**config.mk**
```make
export PLATFORM = sky130hd
export DESIGN_NAME = acc_id_reorder
export DESIGN_NICKNAME = d
export VERILOG_FILES = /design/src/rtl/acc_id_reorder.sv
export SDC_FILE = /design/constraint.sdc
export NUM_CORES = 1
export LEC_CHECK = 0
export CELL_PAD_IN_SITES_DETAIL_PLACEMENT = 1
export CELL_PAD_IN_SITES_GLOBAL_PLACEMENT = 1
export CORE_ASPECT_RATIO = 2
export CORE_MARGIN = 2
export CORE_UTILIZATION = 37
export DETAILED_ROUTE_END_ITERATION = 16
export MAX_ROUTING_LAYER = met4
export PLACE_DENSITY_LB_ADDON = 0.1
export SLEW_MARGIN = 25
export SYNTH_ARGS = -nofsm -noshare
export SYNTH_HDL_FRONTEND = slang
export SYNTH_SLANG_ARGS = --single-unit
```
**constraint.sdc**
```tcl
create_clock -name clk_i -period 6.5 [get_ports clk_i]
set_input_delay 1.3 -clock clk_i [delete_from_list [all_inputs] [get_ports clk_i]]
set_output_delay 1.3 -clock clk_i [all_outputs]
set_load 0.05 [all_outputs]
```
**src/rtl/acc_id_reorder.sv**
```systemverilog
// Sequential ID allocator plus reorder buffer: tags core requests with circular IDs and
// releases out-of-order interconnect responses back to the core strictly in issue order.
package acc_id_reorder_pkg;
  localparam int unsigned IdW   = 5;
  localparam int unsigned AddrW = 32;
  localparam int unsigned DataW = 32;

  typedef struct packed {
    logic [AddrW-1:0] addr;
    logic [DataW-1:0] data;
    logic [IdW-1:0]   id;
  } req_chan_t;

  typedef struct packed {
    logic [DataW-1:0] data;
    logic             error;
    logic [IdW-1:0]   id;
  } rsp_chan_t;

  typedef struct packed {
    req_chan_t q;
    logic      q_valid;
    logic      p_ready;
  } req_t;

  typedef struct packed {
    rsp_chan_t p;
    logic      p_valid;
    logic      q_ready;
  } rsp_t;
endpackage

module acc_id_reorder
  import acc_id_reorder_pkg::*;
#(
  parameter int unsigned NumIds = 8
) (
  input  logic                      clk_i,
  input  logic                      rst_ni,
  input  req_chan_t                 core_q_i,
  input  logic                      core_q_valid_i,
  output logic                      core_q_ready_o,
  output rsp_chan_t                 core_p_o,
  output logic                      core_p_valid_o,
  input  logic                      core_p_ready_i,
  output req_t                      acc_req_o,
  input  rsp_t                      acc_rsp_i,
  output logic [$clog2(NumIds):0]   outstanding_o,
  output logic                      err_o
);

  localparam int unsigned IdxW   = $clog2(NumIds);
  localparam int unsigned CntW   = IdxW + 1;
  localparam int unsigned RangeW = IdW + 1;

  logic [IdxW-1:0]   head_q;
  logic [IdxW-1:0]   tail_q;
  logic [CntW-1:0]   count_q;
  logic [NumIds-1:0] alloc_q;
  logic [NumIds-1:0] slot_vld_q;
  rsp_chan_t         slot_q [NumIds];
  logic              err_q;

  logic              full;
  logic              alloc_fire;
  logic              retire_fire;
  logic              rsp_in_range;
  logic [IdxW-1:0]   rsp_idx;
  logic              rsp_ok;
  logic              rsp_err;

  assign full        = (count_q == CntW'(NumIds));
  assign alloc_fire  = core_q_valid_i & acc_rsp_i.q_ready & ~full;
  assign retire_fire = slot_vld_q[head_q] & core_p_ready_i;

  // A response is accepted only for an allocated ID that has not answered yet.
  assign rsp_in_range = ({1'b0, acc_rsp_i.p.id} < RangeW'(NumIds));
  assign rsp_idx      = acc_rsp_i.p.id[IdxW-1:0];
  assign rsp_ok       = acc_rsp_i.p_valid & rsp_in_range & alloc_q[rsp_idx] & ~slot_vld_q[rsp_idx];
  assign rsp_err      = acc_rsp_i.p_valid & ~rsp_ok;

  // Request path is a pure pass-through with the ID overwritten by the tail pointer.
  always_comb begin
    acc_req_o         = '0;
    acc_req_o.q       = core_q_i;
    acc_req_o.q.id    = IdW'(tail_q);
    acc_req_o.q_valid = core_q_valid_i & ~full;
    acc_req_o.p_ready = 1'b1;
  end

  assign core_q_ready_o = acc_rsp_i.q_ready & ~full;

  always_comb begin
    core_p_o    = slot_q[head_q];
    core_p_o.id = IdW'(head_q);
  end

  assign core_p_valid_o = slot_vld_q[head_q];
  assign outstanding_o  = count_q;
  assign err_o          = err_q;

  // Pointer, occupancy and per-slot status tracking.
  always_ff @(posedge clk_i or negedge rst_ni) begin
    if (!rst_ni) begin
      head_q     <= '0;
      tail_q     <= '0;
      count_q    <= '0;
      alloc_q    <= '0;
      slot_vld_q <= '0;
      err_q      <= 1'b0;
    end else begin
      if (alloc_fire) begin
        alloc_q[tail_q] <= 1'b1;
        tail_q          <= tail_q + IdxW'(1);
      end
      if (retire_fire) begin
        alloc_q[head_q]    <= 1'b0;
        slot_vld_q[head_q] <= 1'b0;
        head_q             <= head_q + IdxW'(1);
      end
      // A capture never targets the retiring head: head already holds a valid slot.
      if (rsp_ok) begin
        slot_vld_q[rsp_idx] <= 1'b1;
      end
      if (rsp_err) begin
        err_q <= 1'b1;
      end
      case ({alloc_fire, retire_fire})
        2'b10:   count_q <= count_q + CntW'(1);
        2'b01:   count_q <= count_q - CntW'(1);
        default: count_q <= count_q;
      endcase
    end
  end

  // Response payload storage; validity is tracked separately so no reset is needed.
  always_ff @(posedge clk_i) begin
    if (rsp_ok) begin
      slot_q[rsp_idx] <= acc_rsp_i.p;
    end
  end

endmodule

```
==> implementation parameters, run 1 <==
Parameter                              Value

Worst setup path
  Data arrival time of the critical path    ~3800 ps
  Kind of capture point of the worst setup path    output port
  CP max FO    35
  Crit path required time    approximately 5200 ps
  Category of the worst setup path launch point    flop
  Class of the most critical setup path    reg -> out

Placed design
  Cell area after placement    ~13000 sq um
  Post-Place Setup Slack    between 1500 and 2000 ps
  Routability congestion estimate    around 0.8
  Count of input and output buffers    90
  HPWL after detailed placement    about 19000 um

Timing
  Worst Tran Pin Value    ~950 ps
  Maximum frequency from static timing analysis    approximately 200 MHz
  Period Utilization, post-route    around four fifths
  Tmin final    5090 ps
  Max-slew violation count    0
  Worst slew slack as a fraction of its limit    approximately 37%
  Skew final    approximately 11 ps
  Hold Violations, Final    0
  Setup violation total in the final timing report    0
  Final Worst Setup Slack    between 1000 and 1500 ps
  Setup repair after global routing missed its margin    no
  Setup TNS    0 ps

Routing
  First-pass detailed-route iteration total    4
  Via count    between 6k and 7k
  Average vias per placed instance    around 5.4
  Wire length the detailed router placed on met1    around 12000 um
  Post-detailed-route count of antenna-violating nets    0
  Mean routed wirelength per cell    about 26 um
  Uppermost routed layer    met4
  Met3 wire len    1610 um
  Drc violations    0
  Met2 WL post-DR    between 15000 and 20000 um
  Initial DRC Count    330
  Total detailed-routing wirelength    30900 um

Die
  Core region area    between 30000 and 40000 sq um
  Starting density of the core    37.6%
  Number of top-level pins    roughly 230
  Die width    roughly 130 um
  Die H    260 um
  Area of the die    approximately 34000 sq um
  Row count    93

Synthesis
  Mapped Avg Cell Area    16.9 sq um
  Mapped Area    about 12000 sq um
  Top-area cell type share of the netlist area    between 60% and 70%
  Post-synth top flop    edfxtp_1
  Total of flip-flops plus latches after synthesis    between 200 and 300
  Asr flop ratio synth    a little under a tenth
  Unique cell type count in the Yosys netlist    62
  Portion of the post-synthesis area used by sequential elements    71.0%
  Cell count after synthesis    between 700 and 800
  Synth top area cells    edfxtp_1 65%, mux4_2 6.9%, dfrtp_1 5.6%, buf_4 4.3%, mux2_2 3.1%
  EDFF count, synth    264
  Total of warnings raised by yosys    0
  Cell type with the highest aggregate area in the netlist    edfxtp_1

Min path
  Classification of the worst-slack hold path    reg -> reg

CTS
  Root Driver    clkbuf_16
  Worst-path clk slew    approximately 70 ps
  Total clock buffers created by CTS    27
  Clock tree from TritonCTS    yes
  Later-pin clock latency in the skew report    between 500 and 600 ps
  Maximum root-to-sink buffer count    3
  CTS Hold Bufs    0
  Number of cells upsized or downsized after cts    0
  CTS sink count    ~290
  Post-CTS setup-driven buffer insertion count    0
  Clock H-tree levels    1

Cells and area
  Fillcell total    about 3.1k
  Utilization after layout    between 40% and 50%
  Layout cells sized above 1    roughly a fifth
  Nets    ~870
  Syn-to-layout area delta    14.8%
  Post-Layout Inst Area    13900 sq um

Power
  VDD IR-drop max    216 uV
  Power density over the cells    roughly 440 nW/um^2
  Total leakage power    between 4 and 5 nW

Global routing
  Residual overflow from global routing    0
  Pin count of the biggest net entering global routing    between 50 and 60
  GRT Resource Usage Total    18.6%
  Number of antenna violations at the first check in global routing    1
  Global-route wire length before repair    around 46000 um
  Vias in the first global route    approximately 7.3k

Run
  Max Cap Viol    0

Status
  Outcome    complete, no violations
## path summary, 6_finish.rpt
check                                  from          endpoint  slack, ps  cells after the start
setup / recovery                  head_q[1]      core_p_o[17]       1410                      5
hold / removal             outstanding_o[3]  outstanding_o[3]        490                      1
setup reg to reg                  head_q[0]  outstanding_o[2]       3010                     10
hold reg to reg            outstanding_o[3]  outstanding_o[3]        490                      1
max in group asynchronous            rst_ni         head_q[2]       5040                      2
min in group asynchronous            rst_ni  outstanding_o[2]       1150                      2
## placed cells by master, fill, tap and decap left out, types with 2 or more instances in the layout
cell and n:
edfxtp_1 264, clkdlybuf4s50_1 90, nand2_1 41, mux4_2 37, mux2_2 33, clkbuf_16 27
a221oi_1 24, dfrtp_1 24, buf_4 19, nor2_1 17, o21ai_0 16, mux2i_1 14
a21oi_1 14, a22oi_1 13, nor2b_1 11, a31oi_1 9, inv_1 8, o22ai_1 8
nand3_1 7, o221ai_1 6, clkinv_1 5, xor2_1 5, ha_1 5, conb_1 5
clkbuf_1 5, clkinv_2 5, nor2_4 4, clkinvlp_4 4, o2bb2ai_1 3, nor3_2 3
nor3_1 2, and2_1 2, nand2b_1 2, and3_1 2, nand4_1 2, o41ai_1 2
o31ai_1 2, xnor2_1 2, bufinv_16 2, dfrtp_4 2
## state kept, by name, summed over array words and instances, names as in the netlist
name and flops:
head_q 3, outstanding_o 4, alloc_q 8, slot_q 264, slot_vld_q 8, tail_q 3
err_o 1
## synth_stat cells, types with 3 or more instances
cell	n
o221ai_1	6
a21oi_1	14
nor2_1	21
edfxtp_1	264
clkbuf_1	11
buf_2	19
nor2b_1	11
buf_4	69
nand3_1	7
inv_1	8
mux2i_1	14
o2bb2ai_1	3
nor3_1	5
ha_1	5
dfrtp_1	27
a31oi_1	9
a221oi_1	24
mux4_2	37
o22ai_1	8
mux2_2	33
a22oi_1	13
nand2_1	41
o21ai_0	16
xor2_1	5
## layer usage
| layer | GRT usage [%] | vias up |
|---|---|---|
| li1 | - | 2839 |
| met3 | 4.35 | 50 |
| met5 | - | - |
| met1 | 21.1 | 3415 |
| met2 | 32.4 | 208 |
| met4 | 6.58 | 0 |
## through the flow
stage,hold WS (ps),instances,power (mW)
global placement,470,1152,4.55
global route,507,1202,6.33
finish,489,1202,6.06
floorplan,463,721,3.89
detailed placement,478,1152,4.60
CTS,491,1201,6.15
## cell families after synthesis
logic type | after synthesis | share of synthesized area (%)
AO/OA/AOI/OAI | 113 | 6.80
XOR/XNOR | 7 | 0.506
flip-flops | 291 | 71.0
buffers and inverters | 114 | 6.08
multiplexers | 84 | 11.1
AND/OR/NAND/NOR | 102 | 3.97
other | 2 | 0.0619
adder cells (fa/ha/maj) | 5 | 0.516
## worst max-delay path, cell delays in order (launching register included)
cell	delay, ps
dfrtp_4	610
buf_4	360
nor2b_1	750
a221oi_1	200
o21ai_0	390
clkdlybuf4s50_1	890
## final cells by class
class	instances	area (sq um)	area share, %
multi-input combinational	316	2850	20.4
sequential	291	8610	61.9
inverter	9	33.8	0.243
antenna	1	2.50	0.0180
clock buffer	32	694	4.99
tap	427	534	3.84
clock inverter	17	155	1.11
timing repair buffer	109	1040	7.50
## report_power, final
group          internal, mW  total (mW)  switching (mW)
sequential             2.12        2.29           0.176
combinational         0.818        2.22            1.40
clock                 0.848        1.54           0.697
No activity file was read; power rests on OpenSTA's default activity.
==> inputs of run 2 (changes only) <==
==> constraint.sdc (replaced) <==
create_clock -name clk_i -period 5 [get_ports clk_i]
set_input_delay 1 -clock clk_i [delete_from_list [all_inputs] [get_ports clk_i]]
set_output_delay 1 -clock clk_i [all_outputs]
set_load 0.05 [all_outputs]
==> run 2 against run 1 <==
Against the previous run: critical path depth is the same; setup slack lost 1000 ps; sequential share of layout area shrank 1.8 points; register-to-register slack lost 1500 ps; non-clock buffer count grew 6; combinational power grew 33%; wire length shrank 0.98%; hold slack gained 2.4 ps; utilization grew 1.3 points; highest routed layer unchanged.
==> implementation parameters, run 2 (same netlist as run 1, synthesis figures left out) <==
Parameter                              Value

Worst setup path
  Kind of capture point of the worst setup path    output port
  Data arrival time of the critical path    about 3600 ps
  Category of the worst setup path launch point    flop
  Reg2Reg Launch Point    head_q[2]
  Crit path required time    roughly 4000 ps
  Endpoint of the most critical setup path    core_p_o[26]
  Cell count of the worst reg-to-reg path    11
  CP max FO    20
  Reg2Reg Setup Slack    about 1500 ps
  Class of the most critical setup path    reg -> out
  End of the worst register-to-register path    outstanding_o[2]
  First element of the critical path    head_q[1]

Cells and area
  Commonest non-fill, non-tap cell in the layout    edfxtp_1
  Number of flip-flops under the largest register name    roughly 260
  Register ranked first by flip-flop count    slot_q
  Fillcell total    3155
  Layout cells sized above 1    about a fifth
  Most frequent cells in the layout    264 x edfxtp_1, 90 x clkdlybuf4s50_1, 41 x nand2_1
  Biggest registers after layout    slot_q: 264 flops, alloc_q: 8 flops, slot_vld_q: 8 flops
  Diode count    0
  Syn-to-layout area delta    18.2%
  Nets    879
  Utilization after layout    44.5%

Run
  Max Cap Viol    0

Placed design
  Routability congestion estimate    about 0.74
  Post-Place Setup Slack    853 ps
  Count of input and output buffers    90
  HPWL after detailed placement    18700 um

CTS
  Worst-path clk slew    approximately 70 ps
  Later-pin clock latency in the skew report    560 ps
  Total clock buffers created by CTS    28
  Number of cells upsized or downsized after cts    0
  Clock tree from TritonCTS    yes
  CTS sink count    around 290
  Maximum root-to-sink buffer count    3
  Clock H-tree levels    1
  Post-CTS setup-driven buffer insertion count    0
  Root Driver    clkbuf_16
  CTS Hold Bufs    0

Timing
  Final Worst Setup Slack    around 370 ps
  Worst slew slack as a fraction of its limit    a little under a third
  Setup TNS    0 ps
  Hold Violations, Final    0
  Skew final    12.5 ps
  Maximum frequency from static timing analysis    between 200 and 250 MHz
  Tmin final    4630 ps
  Setup repair after global routing missed its margin    no
  Worst Tran Pin Value    a little over 1000 ps
  Setup violation total in the final timing report    0
  Period Utilization, post-route    between 90% and 100%
  Max-slew violation count    0

Routing
  Met2 WL post-DR    16700 um
  Wire length the detailed router placed on met1    roughly 12000 um
  Drc violations    0
  Via count    around 6.5k
  First-pass detailed-route iteration total    4
  Initial DRC Count    between 200 and 300
  Post-detailed-route count of antenna-violating nets    0
  Average vias per placed instance    about 5.4
  Met3 wire len    about 1600 um
  Uppermost routed layer    met4
  Mean routed wirelength per cell    25.3 um
  Total detailed-routing wirelength    about 31000 um

Die
  Starting density of the core    37.6%
  Row count    93
  Area of the die    approximately 34000 sq um
  Die width    between 100 and 150 um
  Die H    ~260 um
  Core region area    32200 sq um
  Number of top-level pins    roughly 230

Power
  VDD IR-drop max    329 uV
  Power density over the cells    between 500 and 600 nW/um^2
  Total leakage power    ~4.6 nW

Global routing
  Pin count of the biggest net entering global routing    about 40
  Vias in the first global route    7361
  Number of antenna violations at the first check in global routing    0
  Global-route wire length before repair    between 40000 and 50000 um
  GRT Resource Usage Total    a little under a fifth
  Residual overflow from global routing    0

Min path
  Classification of the worst-slack hold path    reg -> reg

Status
  Outcome    complete, no violations
[run 2: changes by cell type in the layout (fill, tap and decap cells not counted), sizes merged]
cell and delta:
clkinv -1, buf +6, diode -1, bufinv +8, clkbuf -3, inv +2
clkinvlp -3
[run 2: routing by layer]
layer	track usage, %	up-vias
met2	34.1	201
met3	3.88	46
met4	5.28	0
met1	20.3	3437
met5	-	-
li1	-	2844
[run 2: power breakdown]
part | switching, mW | total, mW | leakage, nW | internal [mW]
clock | 0.932 | 2.51 | 0.539 | 1.58
sequential | 0.207 | 2.96 | 2.69 | 2.75
combinational | 1.85 | 2.95 | 1.40 | 1.10
[run 2: how the worst min path moves through the flow]
stage                     start  cells past startpoint                to
2_1_floorplan     slot_vld_q[3]                      2     slot_vld_q[3]
3_3_place_gp              err_o                      1             err_o
3_5_place_dp              err_o                      1             err_o
4_1_cts                   err_o                      1             err_o
5_1_grt        outstanding_o[3]                      1  outstanding_o[3]
6_report                  err_o                      1             err_o
[run 2: metrics by stage]
step,power [mW],instances,cell area [sq um],hold slack (ps)
after floorplan,5.06,721,12100,463
after global placement,5.96,1158,13200,473
after detailed placement,6.01,1158,13200,467
after CTS,8.54,1210,14300,493
after global routing,8.76,1210,14300,507
final,8.42,1210,14300,491
[run 2: layout make-up]
class                      count  area [sq um]  share of cell area (%)
timing repair buffer         115          1190                    8.30
clock inverter                23           382                    2.66
sequential                   291          8610                    60.1
inverter                       9          33.8                   0.236
clock buffer                  29           726                    5.07
tap                          427           534                    3.73
multi-input combinational    316          2850                    19.9
[run 2: critical path: stages (launching register included)]
cell             delay, ps
dfrtp_2                720
buf_4                  380
and2_0                 550
a22oi_1                190
o221ai_1               320
clkdlybuf4s50_1        880
==> inputs of run 3 (changes only) <==
--- a/config.mk
+++ b/config.mk
@@ -9,7 +9,7 @@
 export CELL_PAD_IN_SITES_GLOBAL_PLACEMENT = 1
 export CORE_ASPECT_RATIO = 2
 export CORE_MARGIN = 2
-export CORE_UTILIZATION = 37
+export CORE_UTILIZATION = 35
 export DETAILED_ROUTE_END_ITERATION = 16
 export MAX_ROUTING_LAYER = met4
 export PLACE_DENSITY_LB_ADDON = 0.1
==> run 3 against run 2 <==
Against the previous run: clock skew grew 2.0 ps; sequential power is essentially flat; combinational power is essentially flat; setup slack gained 220 ps; global-route usage shrank 0.79 points; first-iteration DRC count grew 25%; total power shrank 7.2%; critical endpoint is now core_p_o[30]; final cell count grew 0.74%; largest power group unchanged.
==> implementation parameters, run 3 (same netlist as run 1, synthesis figures left out) <==
Parameter                              Value

CTS
  Worst-path clk slew    around 70 ps
  Number of cells upsized or downsized after cts    0
  Clock H-tree levels    1
  Later-pin clock latency in the skew report    between 500 and 600 ps
  CTS sink count    between 200 and 300
  Root Driver    clkbuf_16
  Clock tree from TritonCTS    yes
  Post-CTS setup-driven buffer insertion count    0
  Total clock buffers created by CTS    27
  CTS Hold Bufs    0
  Maximum root-to-sink buffer count    3

Die
  Die width    around 140 um
  Area of the die    between 30000 and 40000 sq um
  Core region area    approximately 34000 sq um
  Die H    around 270 um
  Row count    96
  Number of top-level pins    approximately 230
  Starting density of the core    around 35%

Cells and area
  Most frequent cells in the layout    264 x edfxtp_1, 86 x clkdlybuf4s50_1, 41 x nand2_1
  Utilization after layout    41.0%
  Register ranked first by flip-flop count    slot_q
  Nets    approximately 880
  Layout cells sized above 1    19.4%
  Syn-to-layout area delta    15.7%
  Commonest non-fill, non-tap cell in the layout    edfxtp_1
  Biggest registers after layout    slot_q: 264 flops, alloc_q: 8 flops, slot_vld_q: 8 flops
  Diode count    0
  Number of flip-flops under the largest register name    between 200 and 300

Worst setup path
  Reg2Reg Launch Point    head_q[2]
  Kind of capture point of the worst setup path    output port
  Data arrival time of the critical path    ~3400 ps
  Crit-path max cell delay    870 ps
  Critical path depth    6
  End of the worst register-to-register path    outstanding_o[2]
  Category of the worst setup path launch point    flop
  Sequence of cells on the critical path    buf_4 -> and2_0 -> buf_4 -> a22oi_1 -> o221ai_1 -> clkdlybuf4s50_1
  CP max FO    35
  Cell family with the largest share of critical-path delay    buffers and inverters
  Cell count of the worst reg-to-reg path    10
  Slowest library cell on the worst path    clkdlybuf4s50_1
  Endpoint of the most critical setup path    core_p_o[30]
  Critical path's most frequent cell    buf_4
  First element of the critical path    head_q[2]
  Crit path required time    around 4000 ps
  Reg2Reg Setup Slack    about 1900 ps
  Class of the most critical setup path    reg -> out
  Count of buffering cells on the critical path with inverters included    3

Placed design
  Count of input and output buffers    90
  Post-Place Setup Slack    around 800 ps
  HPWL after detailed placement    19100 um
  Routability congestion estimate    approximately 0.77

Global routing
  Residual overflow from global routing    0
  Vias in the first global route    approximately 7.3k
  Global-route wire length before repair    46200 um
  Pin count of the biggest net entering global routing    39
  Number of antenna violations at the first check in global routing    0
  GRT Resource Usage Total    roughly 18%

Routing
  Post-detailed-route count of antenna-violating nets    0
  Via count    6418
  Mean routed wirelength per cell    approximately 25 um
  Total detailed-routing wirelength    approximately 31000 um
  Initial DRC Count    between 300 and 400
  Drc violations    0
  Average vias per placed instance    about 5.3
  First-pass detailed-route iteration total    4

Timing
  Tmin final    roughly 4400 ps
  Setup violation total in the final timing report    0
  Final Worst Setup Slack    592 ps
  Hold Violations, Final    0
  Max-slew violation count    0
  Setup TNS    0 ps
  Final hold slack    488 ps
  Setup repair after global routing missed its margin    no
  Worst Tran Pin Value    between 900 and 1000 ps
  Maximum frequency from static timing analysis    roughly 230 MHz
  Skew final    14.5 ps
  Period Utilization, post-route    between 80% and 90%
  Worst slew slack as a fraction of its limit    33.1%

Run
  Max Cap Viol    0

Power
  Sum of internal, switching and leakage power    roughly 7.8 mW
  Total leakage power    about 4.5 nW
  Power density over the cells    557 nW/um^2
  VDD IR-drop max    between 300 and 400 uV

Min path
  Classification of the worst-slack hold path    reg -> reg
  Hold path startpoint    outstanding_o[3]

Status
  Outcome    complete, no violations
==> run 3: final cells by class <==
type | instances | area (sq um)
flip-flops and latches | 291 | 8610
inverters | 9 | 33.8
fillers | 3383 | 20200
clock buffers | 33 | 698
multi-input cells | 316 | 2850
well taps | 441 | 552
repair buffers | 114 | 1180
clock inverters | 15 | 98.8
==> run 3: power breakdown <==
| group | internal (mW) | total, mW | leakage, nW | switching (mW) |
|---|---|---|---|---|
| Combinational | 1.09 | 2.93 | 1.41 | 1.84 |
| Clock | 1.04 | 1.92 | 0.388 | 0.875 |
| Sequential | 2.76 | 2.97 | 2.69 | 0.216 |
| Total | 4.88 | 7.81 | 4.49 | 2.93 |
==> run 3: how the worst min path moves through the flow <==
stage               slack [ps]               end  cells past startpoint
global route               510  outstanding_o[3]                      1
global placement           470             err_o                      1
floorplan                  460     slot_vld_q[3]                      2
detailed placement         480  outstanding_o[3]                      1
CTS                        490  outstanding_o[3]                      1
finish                     490  outstanding_o[3]                      1
==> run 3: layer usage <==
metal  vias to the layer above  track usage [%]  wire length [um]
met2                       173             32.3             16900
met4                         0             6.31               890
met3                        55             3.60              1470
li1                       2829                -                 -
met5                         -                -                 0
met1                      3361             19.1             11700
==> run 3: through the flow <==
| step | area, sq um | cells |
|---|---|---|
| floorplan | 12100 | 721 |
| global placement | 13200 | 1171 |
| detailed placement | 13200 | 1171 |
| CTS | 14000 | 1219 |
| global route | 14000 | 1219 |
| finish | 14000 | 1219 |
